--- src/rtl/adder_share_pkg.sv ---
// Shared constants, FSM state type and the round-robin pick helper for adder_share_arbiter.
package adder_share_pkg;

  localparam int unsigned ADD_W   = 6;
  localparam int unsigned SUM_W   = 7;
  localparam int unsigned MAX_REQ = 4;

  typedef enum logic {IDLE, FULL} state_e;

  typedef struct packed {
    logic       found;
    logic [1:0] idx;
  } pick_t;

  // First set bit of valid at or after ptr, wrapping modulo n.
  function automatic pick_t rr_pick(input logic [MAX_REQ-1:0] valid,
                                    input logic [1:0]         ptr,
                                    input int unsigned        n);
    pick_t       p;
    int unsigned j;
    p = '0;
    for (int unsigned i = 0; i < MAX_REQ; i++) begin
      j = (32'(ptr) + i) % n;
      if (i < n && !p.found && valid[j[1:0]]) begin
        p.found = 1'b1;
        p.idx   = j[1:0];
      end
    end
    return p;
  endfunction

endpackage

--- src/rtl/adder_share_adder.sv ---
// The shared combinational adder: zero-extended 6+6 -> 7-bit sum.
module adder_share_adder
  import adder_share_pkg::*;
(
  input  logic [ADD_W-1:0] x,
  input  logic [ADD_W-1:0] y,
  output logic [SUM_W-1:0] s
);

  assign s = SUM_W'(x) + SUM_W'(y);

endmodule

--- src/rtl/rr_arbiter.sv ---
// Combinational round-robin pick with a registered priority pointer.
module rr_arbiter
  import adder_share_pkg::*;
#(
  parameter int unsigned NREQ = 2,
  localparam int unsigned IDW = $clog2(NREQ)
) (
  input  logic            clk,
  input  logic            rst_n,
  input  logic [NREQ-1:0] valid,
  input  logic            update,
  output logic            found,
  output logic [IDW-1:0]  grant,
  output logic [IDW-1:0]  ptr
);

  logic [IDW-1:0]     ptr_q, ptr_d;
  logic [MAX_REQ-1:0] valid_ext;
  pick_t              pick;

  always_comb begin
    valid_ext             = '0;
    valid_ext[NREQ-1:0]   = valid;
    pick                  = rr_pick(valid_ext, 2'(ptr_q), NREQ);
    found                 = pick.found;
    grant                 = pick.idx[IDW-1:0];
    ptr_d                 = ptr_q;
    // Pointer moves past the winner only when the transfer actually happens.
    if (update) begin
      ptr_d = (grant == IDW'(NREQ - 1)) ? '0 : grant + 1'b1;
    end
  end

  always_ff @(posedge clk or negedge rst_n) begin
    if (!rst_n) begin
      ptr_q <= '0;
    end else begin
      ptr_q <= ptr_d;
    end
  end

  assign ptr = ptr_q;

endmodule

--- src/rtl/adder_share_arbiter.sv ---
// Round-robin sharing of one adder between NREQ valid/ready requesters, registered result.
// Optional perf counters enabled by defining ADDER_SHARE_PERF_EN.
module adder_share_arbiter
  import adder_share_pkg::*;
#(
  parameter int unsigned NREQ = 2,
  parameter int unsigned TAGW = 2
) (
  input  logic                    clk,
  input  logic                    rst_n,
  input  logic [NREQ-1:0]         req_valid,
  output logic [NREQ-1:0]         req_ready,
  input  logic [NREQ*ADD_W-1:0]   req_x,
  input  logic [NREQ*ADD_W-1:0]   req_y,
  input  logic [NREQ*TAGW-1:0]    req_tag,
  output logic                    resp_valid,
  input  logic                    resp_ready,
  output logic [$clog2(NREQ)-1:0] resp_id,
  output logic [TAGW-1:0]         resp_tag,
  output logic [SUM_W-1:0]        resp_sum
`ifdef ADDER_SHARE_PERF_EN
  ,
  output logic [NREQ*16-1:0]      perf_grants,
  output logic [15:0]             perf_stall
`endif
);

  localparam int unsigned IDW = $clog2(NREQ);

  state_e           state_q, state_d;
  logic [SUM_W-1:0] sum_q, sum_d;
  logic [IDW-1:0]   id_q, id_d;
  logic [TAGW-1:0]  tag_q, tag_d;

  logic             free, found, accept;
  logic [IDW-1:0]   grant, rr_ptr;
  logic [ADD_W-1:0] add_x, add_y;
  logic [SUM_W-1:0] add_s;

  rr_arbiter #(
    .NREQ(NREQ)
  ) u_rr_arbiter (
    .clk   (clk),
    .rst_n (rst_n),
    .valid (req_valid),
    .update(accept),
    .found (found),
    .grant (grant),
    .ptr   (rr_ptr)
  );

  assign free = (state_q == IDLE) | (resp_valid & resp_ready);

  always_comb begin
    req_ready = '0;
    if (rst_n && free && found) begin
      req_ready[grant] = 1'b1;
    end
  end

  assign accept = |req_ready;
  assign add_x  = req_x[grant*ADD_W +: ADD_W];
  assign add_y  = req_y[grant*ADD_W +: ADD_W];

  adder_share_adder u_adder (
    .x(add_x),
    .y(add_y),
    .s(add_s)
  );

  always_comb begin
    state_d = state_q;
    sum_d   = sum_q;
    id_d    = id_q;
    tag_d   = tag_q;
    // An accept in the same cycle as a drain overwrites the slot, so no bubble.
    if (accept) begin
      state_d = FULL;
      sum_d   = add_s;
      id_d    = grant;
      tag_d   = req_tag[grant*TAGW +: TAGW];
    end else if (resp_valid && resp_ready) begin
      state_d = IDLE;
    end
  end

  always_ff @(posedge clk or negedge rst_n) begin
    if (!rst_n) begin
      state_q <= IDLE;
      sum_q   <= '0;
      id_q    <= '0;
      tag_q   <= '0;
    end else begin
      state_q <= state_d;
      sum_q   <= sum_d;
      id_q    <= id_d;
      tag_q   <= tag_d;
    end
  end

  assign resp_valid = (state_q == FULL);
  assign resp_sum   = sum_q;
  assign resp_id    = id_q;
  assign resp_tag   = tag_q;

`ifdef ADDER_SHARE_PERF_EN
  logic [NREQ-1:0][15:0] grant_cnt_q;
  logic [15:0]           stall_cnt_q;

  always_ff @(posedge clk or negedge rst_n) begin
    if (!rst_n) begin
      grant_cnt_q <= '0;
      stall_cnt_q <= '0;
    end else begin
      for (int i = 0; i < NREQ; i++) begin
        if (accept && grant == IDW'(i) && grant_cnt_q[i] != 16'hFFFF) begin
          grant_cnt_q[i] <= grant_cnt_q[i] + 16'd1;
        end
      end
      if (state_q == FULL && !resp_ready && |req_valid && stall_cnt_q != 16'hFFFF) begin
        stall_cnt_q <= stall_cnt_q + 16'd1;
      end
    end
  end

  assign perf_grants = grant_cnt_q;
  assign perf_stall  = stall_cnt_q;
`endif

endmodule

--- config.mk ---
export PLATFORM = sky130hd
export DESIGN_NAME = adder_share_arbiter
export DESIGN_NICKNAME = d
export VERILOG_FILES = /design/src/rtl/adder_share_pkg.sv /design/src/rtl/adder_share_adder.sv /design/src/rtl/rr_arbiter.sv /design/src/rtl/adder_share_arbiter.sv
export SDC_FILE = /design/constraint.sdc
export NUM_CORES = 1
export LEC_CHECK = 0
export CORE_UTILIZATION = 38
export DETAILED_ROUTE_END_ITERATION = 8
export GPL_TIMING_DRIVEN = 0
export PLACE_DENSITY = 0.81
export SETUP_SLACK_MARGIN = 0.3
export SLEW_MARGIN = 40
export SYNTH_ARGS = -nofsm -noshare
export SYNTH_HDL_FRONTEND = slang
export SYNTH_SLANG_ARGS = --single-unit
export TNS_END_PERCENT = 100
--- constraint.sdc ---
create_clock -name clk -period 3.3 [get_ports clk]
set_clock_uncertainty 0.2 [all_clocks]
set_input_delay 0.99 -clock clk [delete_from_list [all_inputs] [get_ports clk]]
set_output_delay 0.99 -clock clk [all_outputs]
set_load 0.02 [all_outputs]
# After elaboration in Yosys (flattened, before gate mapping)

Index checks and enable logic that the tools add are counted.

Bitwise logic cells: 3
Divide/modulo/power cells: 0
$add $sub $neg: 3
Equal/unequal tests: 0
Shifts and indexed selects: 3
Magnitude comparators: 4
Mux-type cells: 12
Reductions and logical operators: 8
$mul: 1

Operators by type and width:

| kind                                                     | count |
|---|---|
| indexed part select 12 x 5 -> 6 bit                      | 2 |
| 2-to-1 mux 1 bit                                         | 8 |
| adder 6 x 6 -> 7 bit                                     | 1 |
| < comparator 1 x 3 -> 1 bit, second input constant       | 2 |
| 2-to-1 mux 3 bit                                         | 2 |
| logical AND 1 bit                                        | 5 |
| indexed part select 4 x 3 -> 2 bit                       | 1 |
| multiplier 1 x 2 -> 3 bit, second input constant         | 1 |
| adder 1 bit, second input constant                       | 2 |
| < comparator 1 x 2 -> 1 bit, second input constant       | 1 |
| 2-to-1 mux 2 bit                                         | 1 |
| nonzero test 2 bit                                       | 1 |
| OR reduction 2 bit                                       | 1 |
| bitwise AND 1 bit                                        | 1 |
| demux 1 bit (select 1 bit)                               | 1 |
| greater-or-equal comparator 1 bit, second input constant | 1 |
| logical NOT 1 bit                                        | 1 |
| NOT 1 bit                                                | 1 |
| OR 1 bit                                                 | 1 |

Logic and storage cells: 39
Latch bits: 0
Input port bits: 33
Output and inout port bits: 13
Memories: 0
RAM bits: 0
Bits in read-only memories: 0
Flip-flop bits (word level): 12

# Depth between registers and ports, before layout

Depth after elaboration: 13
Depth in mapped cells: 10
Depth with buffers taken out: 9

# Modules after synthesis

A second synthesis with hierarchy kept.

Cells, all modules: 78
Area total of the unflattened synthesis: 962.2 µm²

By module, submodules not included:

| module              | seq. area each (µm²) | area each (µm²) | cells an instance | instances |
|---|---|---|---|---|
| adder_share_arbiter | 275.3                | 656.9           | 44                | 1 |
| adder_share_adder   | 0.0                  | 242.7           | 28                | 1 |
| rr_arbiter          | 25.0                 | 62.6            | 6                 | 1 |

# Least setup slack after synthesis

OpenSTA, ideal clock, no wires.

Path kind: input port to flip-flop
Start point: input port req_valid[0]
End point: register sum_q[6], in the netlist resp_sum[6]
Required time: 2.974 ns
Path buffers: 1
Cell stages on the path: 10
Setup slack: 0.121 ns
Library setup time: 0.126 ns
Arrival time: 2.853 ns
Cell sequence: inv_1 o21ai_4 buf_6 mux2_2 ha_1 fa_1 a211oi_1 nor2_1 o21ai_0 a21oi_1

Word-level cells in the longest chain between the ends: 12
Elaborated cells on any way between the ends: 20
Those cells by class: 1 x add/sub; 1 x mul; 2 x order compare; 2 x shift; 9 x mux; 5 x reduce/logical

Ends and longest elaborated chain:

| element                                                                      | line                      | source |
|---|---|---|
| from (decl)                                                                  | adder_share_arbiter.sv:11 | `input logic [NREQ-1:0] req_valid,` |
| 2-to-1 mux 1 bit (not written as such) (2 in series)                         | adder_share_pkg.sv:24     | `if (i < n && !p.found && valid[j[1:0]]) begin` |
| 2-to-1 mux 3 bit                                                             | adder_share_pkg.sv:24     |  |
| logical NOT 1 bit                                                            | adder_share_pkg.sv:24     |  |
| logical AND 1 bit                                                            | adder_share_pkg.sv:24     |  |
| 2-to-1 mux 3 bit (*)                                                         | adder_share_pkg.sv:24     |  |
| parallel branches: the longest is 6 deep, another holds adder 6 x 6 -> 7 bit | n/a                       |  |
| to (signal assigned)                                                         | adder_share_arbiter.sv:95 | `sum_q <= sum_d;` |
| to (decl)                                                                    | adder_share_arbiter.sv:31 | `logic [SUM_W-1:0] sum_q, sum_d;` |

Mark *: on every way between the ends. The select of a mux whose other input is x is not followed.
A chain may end at the register's enable or synchronous reset.

# Final worst setup path

Start point: input port req_valid[0]
End point: output port req_ready[1]

Word-level cells in the longest chain between the ends: 11
Elaborated cells on any way between the ends: 15
Those cells by class: 2 x order compare; 9 x mux; 4 x reduce/logical

Ends and longest elaborated chain:

| element                                                                                                       | line                      | source |
|---|---|---|
| 2-to-1 mux 1 bit (not written as such) (2 in series)                                                          | adder_share_pkg.sv:24     |  |
| 2-to-1 mux 3 bit                                                                                              | adder_share_pkg.sv:24     |  |
| logical NOT 1 bit                                                                                             | adder_share_pkg.sv:24     |  |
| logical AND 1 bit                                                                                             | adder_share_pkg.sv:24     |  |
| 2-to-1 mux 3 bit (*)                                                                                          | adder_share_pkg.sv:24     |  |
| < comparator 1 x 2 -> 1 bit (not written as such) / greater-or-equal comparator 1 bit (equally long branches) | adder_share_arbiter.sv:57 | `req_ready[grant] = 1'b1;` |
| logical AND 1 bit (not written as such)                                                                       | adder_share_arbiter.sv:57 |  |
| 2-to-1 mux 1 bit (not written as such)                                                                        | adder_share_arbiter.sv:57 |  |
| demux 1 bit (select 1 bit)                                                                                    | adder_share_arbiter.sv:57 |  |
| 2-to-1 mux 2 bit (*)                                                                                          | adder_share_arbiter.sv:56 | `if (rst_n && free && found) begin` |
| to (decl)                                                                                                     | adder_share_arbiter.sv:12 | `output logic [NREQ-1:0] req_ready,` |

Mark *: on every way between the ends. The rest lies on a longest branch, timed or not. The select of a mux whose other input is x is not followed.

==> out/results.ini <==
[timing]
rsz0062_at_grt = yes
slew_headroom_pct = 84.7
fin_crit_sh_pct = 90.4
slew_violations = 0
tightest_slew_ns = 0.228
hold-worst-slack_ns = 0.291
min_period_ns = 2.98
hold_viol = 0
fmax_mhz = 335
setup_viol = 0
fin_tns_setup_ns = 0

[power_and_ir_drop]
cellInternalPower_w = 0.000400
clockPowerShare_pct = 14.5
p_seq_share_pct = 32.9
power.switching_w = 0.000216
powerDensity_mw_per_mm2 = 408
p_comb_share_pct = 52.6
peakVddDrop_uv = 252
switching_share_pct = 35.1
leakagePower_nw = 0.678

[place]
port_buffers = 45
finalWeightedCongestion = 0.733
place_hpwl_mm = 1.72

[synth]
netlist_area_sq_um = 855
syn-num-nets = 124
syn_inst = 84
synth_top_cell_by_area = dfrtp_1
synth_area_leaders = dfrtp_1 (35%), mux2_2 (16%), ha_1 (8.8%)
synth_area_per_cell_sq_um = 10.2
synth_top_area_share_pct = 35.1
yosysWarnings = 0
ys_top_cells_by_count = dfrtp_1 (12), mux2_2 (12), nand2_1 (12)
synth-seq-cells = 12
synth.yosys.seq_area_share_pct = 35.1
synth-async-reset-ratio_pct = 100
yosysUniqueCellTypes = 27
synth_edf_count = 0
synthFlopType = dfrtp_1

[setup_path]
criticalPathCategory = input pin to output pin
crit_fanout = 3
crit_arrival_ns = 1.79
endpoint_kind = output pin
required_ns = 2.11
start_kind = input pin

[status]
status = complete, no violations

[drt]
num_vias = 838
wl_per_cell_um = 13.5
drc = 0
viasPerCell = 4.96
drtPass1Iterations = 5
drt-initial-drc-count = 4
ant_nets = 0
finalWirelength_mm = 2.28

[clock_tree]
h-tree-depth = 1
cts_sinks = 12
clockRootBuffer = clkbuf_4
tritoncts = yes
cts_buffers = 3
hold_buffers = 0
clkTransAtPathRegs_ns = 0.07
clk_latency_ns = 0.27
clockBufferDepth = 2

[final_layout]
final_nets = 184
antenna_cells = 0
drive_gt1_share_pct = 31.0
post-route-util_pct = 74.1
area_growth_pct = 77.0

[global_route]
grt_start_max_net_pins = 14
grtUsageTotal_pct = 20.1
overflow = 0
antenna_found_initial = 0
grt_pass1_vias = 838
grt_first_pass_wirelength_mm = 3.62

[floorplan]
die_w_um = 49.4
pin_count = 46
start_util_pct = 41.9
die_y_um = 49.4
core_area_sq_mm = 0.00204
num_rows = 16
die_area_sq_mm = 0.00244

[hold_path]
holdCritPathClass = flop to flop

[job]
drv_cap = 0

registers in the layout, summed over array words and instances (netlist names):
register          cells
resp_sum              7
resp_valid            1
u_rr_arbiter.ptr      1
resp_id               1
resp_tag              2
final cells by class:
type	count	area [sq um]
Multi-Input combinational cell	68	577
Fill cell	155	529
Timing Repair Buffer	55	526
Sequential cell	12	300
Buffer	3	37.5
Tap cell	27	33.8
Clock buffer	3	22.5
Inverter	1	16.3
stage by stage:
step           total power, W  instances  setup WS, ns  instance area [sq um]
5_1_grt              0.000661        169         0.276                   1510
3_5_place_dp         0.000512        156         -1.03                   1380
3_3_place_gp         0.000503        156         -1.02                   1380
4_1_cts              0.000612        162         0.312                   1460
2_1_floorplan        0.000373         84         0.277                    900
6_report             0.000617        169         0.317                   1510
logic make-up (layout without fill, tap and decap cells):
logic type / count (synthesis) / after routing / share of synthesized area [%]
compound gates: 19 / 19 / 15.4
xor+xnor: 2 / 2 / 2.05
fa+ha+maj: 7 / 7 / 11.1
simple gates: 26 / 26 / 13.8
mux: 14 / 14 / 18.2
buf+inv: 4 / 62 / 4.39
flops: 12 / 12 / 35.1
per-layer routing:
metal | vias to the layer above | wire length [um] | global-route usage [%]
met3 | 5 | 124 | 5.92
met5 | - | 0 | 0
li1 | 415 | - | -
met1 | 386 | 874 | 22.5
met2 | 32 | 1250 | 36.1
met4 | 0 | 38 | 6.67
cells in the final DEF (no fill, tap or decap), drive strengths merged, types with 3 or more instances in the layout:
master / instances
nand2: 12
a21o: 4
a21oi: 3
clkbuf: 3
clkdlybuf4s50: 39
dfrtp: 12
buf: 19
nor2: 7
mux2: 12
o21ai: 8
ha: 6
final timing paths:
check,start,end,slack (ns),depth (start not counted)
max,req_valid[0],req_ready[1],0.32,6
min,resp_sum[4]$_DFFE_PN0P_,resp_sum[4]$_DFFE_PN0P_,0.29,2
max reg2reg,u_rr_arbiter.ptr$_DFFE_PN0P_,resp_sum[6]$_DFFE_PN0P_,0.81,9
min reg2reg,resp_sum[4]$_DFFE_PN0P_,resp_sum[4]$_DFFE_PN0P_,0.29,2
max in group asynchronous,rst_n,resp_id$_DFFE_PN0P_,2.39,2
min in group asynchronous,rst_n,u_rr_arbiter.ptr$_DFFE_PN0P_,0.38,2
what timing repair did:
item | CTS | global route
endpoints found under the hold margin | 0 | 0
setup endpoints to repair | 8 | 2
setup buffers | 3 | 7
pin swaps | 4 | 2
resized for setup | 41 | 1
power by group through the flow:
stage,Sequential [W],Combinational (W),Clock (W)
after global placement,0.000205,0.000298,0
after global routing,0.000207,0.000353,0.000101
after floorplan,0.000243,0.000130,0
final,0.000203,0.000324,0.0000896
after CTS,0.000203,0.000318,0.0000916
after detailed placement,0.000204,0.000307,0
worst max-delay path, cell delays in order:
cell and delay, ns:
buf_6 0.11, o21ai_4 0.08, or2_1 0.24, buf_6 0.13, nor2_4 0.11, buf_6 0.12
(Power assumes the default switching activity.)
